[config.mk]
export PLATFORM = sky130hd
export DESIGN_NAME = mmc1_serial_port
export DESIGN_NICKNAME = d
export VERILOG_FILES = /design/src/rtl/mmc1_pkg.sv /design/src/rtl/mmc1_write_filter.sv /design/src/rtl/mmc1_serial_port.sv
export SDC_FILE = /design/constraint.sdc
export NUM_CORES = 1
export LEC_CHECK = 0
export ABC_AREA = 0
export ABC_CLOCK_PERIOD_IN_PS = 1800
export CORE_UTILIZATION = 30
export DETAILED_ROUTE_END_ITERATION = 8
export PLACE_DENSITY = 0.64
export SYNTH_ARGS = -nofsm -noshare
export SYNTH_HDL_FRONTEND = slang
export SYNTH_HIERARCHICAL = 1
export SYNTH_SLANG_ARGS = --single-unit
export TNS_END_PERCENT = 100
[constraint.sdc]
create_clock -name m2 -period 1.8 [get_ports m2]
set_input_delay 0.36 -clock m2 [delete_from_list [all_inputs] [get_ports m2]]
set_output_delay 0.36 -clock m2 [all_outputs]
set_load 0.005 [all_outputs]
[src/rtl/mmc1_pkg.sv]
// mmc1_pkg
//   Shared constants for the MMC1 serial loader and the mapper register file
//   that consumes its strobes.
//   - reg_sel_e      : target register encoding carried on reg_sel
//   - MMC1_RESET_BIT : CPU data bit that restarts the serial sequence
//   - MMC1_SHIFT_LEN : number of serial bits per register write
package mmc1_pkg;

   typedef enum logic [1:0] {
      REG_CTRL = 2'd0,
      REG_CHR0 = 2'd1,
      REG_CHR1 = 2'd2,
      REG_PRG  = 2'd3
   } reg_sel_e;

   localparam int MMC1_RESET_BIT = 7;
   localparam int MMC1_SHIFT_LEN = 5;

endpackage : mmc1_pkg

[src/rtl/mmc1_write_filter.sv]
// mmc1_write_filter
//   Detects CPU write cycles to $8000-$FFFF and suppresses the second (and
//   any further) write of a run of back-to-back write cycles. This drops
//   the dummy write of read-modify-write instructions.
//   Ports:
//     m2        in  : CPU M2; state advances on its falling edge
//     rst_n     in  : asynchronous active-low reset
//     enable    in  : block enabled (MMC1 selected); low clears the history
//     romsel    in  : CPU /ROMSEL, low = $8000-$FFFF
//     cpu_rw_in in  : CPU R/W, low = write
//     accept    out : this cycle is a write that the loader must act on
module mmc1_write_filter (
   input  logic m2,
   input  logic rst_n,
   input  logic enable,
   input  logic romsel,
   input  logic cpu_rw_in,
   output logic accept
);

   logic wr_cyc;
   logic prev_wr_d;
   logic prev_wr_q;

   // With enable low wr_cyc is 0, so the history clears on the next edge.
   always_comb begin
      wr_cyc    = enable & ~cpu_rw_in & ~romsel;
      prev_wr_d = wr_cyc;
      accept    = wr_cyc & ~prev_wr_q;
   end

   always_ff @(negedge m2 or negedge rst_n) begin
      if (!rst_n) begin
         prev_wr_q <= 1'b0;
      end else begin
         prev_wr_q <= prev_wr_d;
      end
   end

endmodule : mmc1_write_filter

[src/rtl/mmc1_serial_port.sv]
// mmc1_serial_port
//   CPU-side serial loader for MMC1. Assembles five LSB-first bits (D0) from
//   accepted writes and emits a one-period register-write strobe, or a
//   control-reset strobe when an accepted write has D7 set.
//   Strobe protocol: reg_wr and ctrl_reset are registered single-period
//   pulses with no back-pressure; reg_sel/reg_data are valid while reg_wr
//   is high and hold their value until the next reg_wr.
//   Ports:
//     m2, rst_n            : clock (falling edge active) and async reset
//     enable               : MMC1 selected; low idles and clears the shift
//     romsel, cpu_rw_in    : CPU bus qualifiers (both active low)
//     cpu_addr_in[1:0]     : A14:A13, target register of the fifth write
//     cpu_data_in[1:0]     : {D7, D0}
//     reg_wr, reg_sel, reg_data : register-write strobe and payload
//     ctrl_reset           : control-reset strobe
//     shift_count          : bits accepted so far (0..4), debug view
module mmc1_serial_port
   import mmc1_pkg::*;
#(
   parameter int COUNT_W = 3
) (
   input  logic               m2,
   input  logic               rst_n,
   input  logic               enable,
   input  logic               romsel,
   input  logic               cpu_rw_in,
   input  logic [1:0]         cpu_addr_in,
   input  logic [1:0]         cpu_data_in,
   output logic               reg_wr,
   output logic [1:0]         reg_sel,
   output logic [4:0]         reg_data,
   output logic               ctrl_reset,
   output logic [COUNT_W-1:0] shift_count
);

   localparam logic [COUNT_W-1:0] LAST_COUNT = COUNT_W'(MMC1_SHIFT_LEN - 1);

   logic               accept;
   logic               d7;
   logic               d0;

   logic [3:0]         shift_d,      shift_q;
   logic [COUNT_W-1:0] count_d,      count_q;
   logic               reg_wr_d,     reg_wr_q;
   logic               ctrl_reset_d, ctrl_reset_q;
   logic [1:0]         reg_sel_d,    reg_sel_q;
   logic [4:0]         reg_data_d,   reg_data_q;

   mmc1_write_filter u_write_filter (
      .m2        (m2),
      .rst_n     (rst_n),
      .enable    (enable),
      .romsel    (romsel),
      .cpu_rw_in (cpu_rw_in),
      .accept    (accept)
   );

   // cpu_data_in packs D7 in bit 1 and D0 in bit 0.
   assign d7 = cpu_data_in[1];
   assign d0 = cpu_data_in[0];

   always_comb begin
      shift_d      = shift_q;
      count_d      = count_q;
      reg_wr_d     = 1'b0;
      ctrl_reset_d = 1'b0;
      reg_sel_d    = reg_sel_q;
      reg_data_d   = reg_data_q;

      if (!enable) begin
         shift_d = '0;
         count_d = '0;
      end else if (accept) begin
         if (d7) begin
            // Reset write wins even at count 4: never completes a register.
            shift_d      = '0;
            count_d      = '0;
            ctrl_reset_d = 1'b1;
         end else if (count_q == LAST_COUNT) begin
            // Fifth bit: only this write's address picks the target.
            reg_data_d = {d0, shift_q};
            reg_sel_d  = cpu_addr_in;
            reg_wr_d   = 1'b1;
            shift_d    = '0;
            count_d    = '0;
         end else begin
            shift_d = {d0, shift_q[3:1]};
            count_d = count_q + COUNT_W'(1);
         end
      end
   end

   always_ff @(negedge m2 or negedge rst_n) begin
      if (!rst_n) begin
         shift_q      <= '0;
         count_q      <= '0;
         reg_wr_q     <= 1'b0;
         ctrl_reset_q <= 1'b0;
         reg_sel_q    <= REG_CTRL;
         reg_data_q   <= '0;
      end else begin
         shift_q      <= shift_d;
         count_q      <= count_d;
         reg_wr_q     <= reg_wr_d;
         ctrl_reset_q <= ctrl_reset_d;
         reg_sel_q    <= reg_sel_d;
         reg_data_q   <= reg_data_d;
      end
   end

   assign reg_wr      = reg_wr_q;
   assign ctrl_reset  = ctrl_reset_q;
   assign reg_sel     = reg_sel_q;
   assign reg_data    = reg_data_q;
   assign shift_count = count_q;

endmodule : mmc1_serial_port

Word-level counts from Yosys, hierarchy flattened
Index checks and enable logic that the tools add are counted.
{ "totals": {"regBits": 17, "input_bits": 9, "out_inout_bits": 12, "elab_cells": 33} }
{ "classes": {"addsub": 1, "n_eq_ne": 2, "mux": 15, "bitwise_logic": 7, "reduce_logical": 1} }
{ "op_table": {"columns": ["cell", "n"], "rows": [
  ["$mux 4", 4],
  ["$mux 3", 4],
  ["$mux 1", 7],
  ["$not 1->1", 4],
  ["$reduce_and 4->1", 1],
  ["$add 3x1->3 const B", 1],
  ["$and 1x1->1", 3],
  ["$eq 3x3->1 const B", 1],
  ["$ne 2x1->1 const B", 1]
]} }

Depth between registers and ports, before layout
{ "logic_depth": {"ltp_word": 6, "ltp_mapped": 5, "mapped_depth_nobuf": 5} }

Hierarchy
Netlist, hierarchy kept.
{ "by_module_without_submodules": {"columns": ["module", "instances", "cells_each", "area_per_inst_um2", "seq_area_each_um2"], "rows": [
  ["mmc1_serial_port", 1, 48, 678.2, 400.4],
  ["mmc1_write_filter", 1, 3, 47.5, 25.0]
]} }

==> results.sh <==
export IMPL_status="complete, but fails checks"
export IMPL_violations="setup timing"
export IMPL_critPathLaunch="romsel"
export IMPL_tightest_slew_ns=0.3118
export IMPL_dieArea_mm2=0.002620
export IMPL_drc_errors=0
export IMPL_max_stage_delay_ns=0.36
export IMPL_hold_viol_final=0
export IMPL_clock_latency_ns=0.29
export IMPL_layout_setup_ws_ns=-0.4911
export IMPL_cp_top_family="simple AND/OR/NAND/NOR gates"
export IMPL_dpl_hpwl_um=974
export IMPL_post_synth_top_count_cell="dfrtn_1"
export IMPL_grt_pass1_wl_um=2470
export IMPL_yosysWarnings=6
export IMPL_worstPathArrival_ns=1.53
export IMPL_yosysTopAreaCell="dfrtn_1"
export IMPL_cp_max_fo=5
export IMPL_hold_buffers=0
export IMPL_slew_violations=0
export IMPL_routed_via_density=4.763
export IMPL_p_per_area_mw_per_mm2=584.3
export IMPL_numCtsBuffers=3
export IMPL_crit_path_end_kind="register"
export IMPL_setup_violations=27
export IMPL_design_area_mm2=0.001130
export IMPL_syn_nets=62
export IMPL_crit_slowest_cell="nor4b_4"
export IMPL_synthTopCellsByArea="dfrtn_1 59%, mux2_2 11%, a22o_1 4.8%"
export IMPL_fin_total_pwr_mw=0.6601
export IMPL_yosys_register_bits=17
export IMPL_grt_usage=0.1316
export IMPL_cts_root_buffer="clkbuf_4"
export IMPL_htree_num_levels=1
export IMPL_antenna_found_initial=0
export IMPL_grt_max_degree=18
export IMPL_synthArstFlopShare=1.000
export IMPL_required_ns=1.04
export IMPL_coreArea_mm2=0.002255
export IMPL_rows=17
export IMPL_yosys_cell_types_count=23
export IMPL_die_h_um=51.19
export IMPL_dpl_instance_area_mm2=0.001051
export IMPL_port_buffers=20
export IMPL_hold_path_class="reg -> reg"
export IMPL_grt_pass1_vias=525
export IMPL_path_buf_inv=2
export IMPL_gr_total_overflow=0
export IMPL_grt_setup_unrepaired="yes"
export IMPL_synthCells=51
export IMPL_leakage_nw=0.5780
export IMPL_drt_first_pass_iters=4
export IMPL_antenna_cells=0
export IMPL_initial_core_util=0.3219
export IMPL_crit_chain="buf_8, nor4b_4, nand4_4, nor2_4, buf_12, mux2_4"
export IMPL_syn_mean_instance_area_um2=14.23
export IMPL_drtIter0Drc=8
export IMPL_via_count=562
export IMPL_ys_flop_type="dfrtn_1"
export IMPL_syn_area_um2=725.7
export IMPL_die_w_um=51.19
export IMPL_cp_start_kind="input pin"
export IMPL_syn_to_final_growth_pct=55.69
export IMPL_reg2reg_slack_ns=0.10
export IMPL_cap_violations=0
export IMPL_ys_seq_area_frac=0.5862
export IMPL_cts_tree="yes"
export IMPL_gp_congestion=0.7336
export IMPL_hold_ws_ns=0.4489
export IMPL_wire_per_inst_um=12.58
export IMPL_fin_nets=102
export IMPL_ir_worst_vdd_mv=0.4980
export IMPL_min_from="reg_sel[1]"
export IMPL_rr_startpoint="shift_count[0]"
export IMPL_drt_wl_total_um=1485
export IMPL_skew_ns=0.001249
export IMPL_slew_limit_headroom=0.7913
export IMPL_pin_count=21
export IMPL_path_class="in -> reg"
export IMPL_drive_above_1_share=0.5333
export IMPL_synth_common_cells="17 x dfrtn_1, 7 x mux2_2, 4 x a22o_1"
export IMPL_synth_top_area_share=0.5862
export IMPL_ant_nets=0
export IMPL_clkTransAtPathRegs_ns=0.07
export IMPL_cts_sinks=17
export IMPL_clock_path_buffers=2
export IMPL_synth_edf_count=0
logic make-up after synthesis:
kind of cell,count (synthesis),share of synthesized area
buf+inv,3,0.02586
compound gates,8,0.08447
simple gates,14,0.1604
fa+ha+maj,2,0.03448
flops,17,0.5862
mux,7,0.1086
layout make-up:
type	instances	area, um2
timing repair buffer	36	296.5
inverter	2	7.507
sequential	17	425.4
clock inverter	1	5.005
clock buffer	3	22.52
fill	212	1125
tap	28	35.03
multi-input combinational	31	337.8
per-stage QoR:
| step | util | worst slack [ns] | setup TNS (ns) | instances |
|---|---|---|---|---|
| CTS | 0.4883 | -0.5176 | -9.354 | 116 |
| detailed placement | 0.4661 | -1.247 | -21.83 | 107 |
| global route | 0.5011 | -0.5360 | -10.27 | 118 |
| global placement | 0.4661 | -1.198 | -20.90 | 107 |
| finish | 0.5011 | -0.4911 | -9.060 | 118 |
| floorplan | - | -0.6474 | -7.011 | 51 |
report_power, final:
group	total (mW)	leakage, nW	internal [mW]	switching, mW
Clock	0.206	0.0177	0.0826	0.124
Combinational	0.0660	0.324	0.0379	0.0281
Sequential	0.388	0.237	0.386	0.00165
Total	0.660	0.578	0.507	0.153
sequential cells by signal (all words and copies together) (netlist names):
register	flops
reg_sel	2
reg_data	5
u_write_filter/prev_wr_q	1
shift_q	4
reg_wr	1
shift_count	3
ctrl_reset	1
cell usage in the layout (no fill, tap or decap), drive strengths merged:
cell type / instances
nand3: 1
clkbuf: 3
buf: 31
inv: 2
a21oi: 1
nand4: 1
nand3b: 1
nor2: 1
clkdlybuf4s50: 4
nor4bb: 1
nor2b: 1
ha: 2
dlygate4sd2: 1
and2b: 1
dfrtn: 17
a22o: 4
o21ai: 1
nor3b: 1
mux2: 7
nor4b: 2
and2: 1
and3: 2
nand2b: 1
clkinv: 1
o31a: 1
a21boi: 1
worst reg2reg max path, cell delays in order (launching register included):
cell and delay [ns]:
dfrtn_1 0.36, buf_4 0.16, inv_1 0.08, ha_1 0.26, nand4_4 0.13, nor2_4 0.15, buf_12 0.13, mux2_4 0.29
repair_timing:
| action | in CTS | in global routing |
|---|---|---|
| endpoints found under the hold margin | 0 | 0 |
| buffers inserted | 6 | 2 |
| gates cloned | 0 | 0 |
| gates resized for setup | 75 | 4 |
| pin swaps | 5 | 3 |
| setup endpoints to repair | 29 | 27 |
worst paths after layout:
check                                                end  depth (start not counted)
worst max-delay path                          reg_sel[1]                          6
worst min-delay path                          reg_sel[1]                          1
worst max register to register                reg_sel[1]                          7
worst min register to register                reg_sel[1]                          1
max in group asynchronous       u_write_filter/prev_wr_q                          2
min in group asynchronous                     reg_sel[0]                          2
routing by layer:
metal  global-route usage  up-vias  wire length [um]
met3              0.03571        4                67
met1               0.1698      281               682
met4              0.05556        0                21
met5                    0        -                 0
li1                     -      265                 -
met2               0.2061       12               712
(Power assumes the default switching activity.)
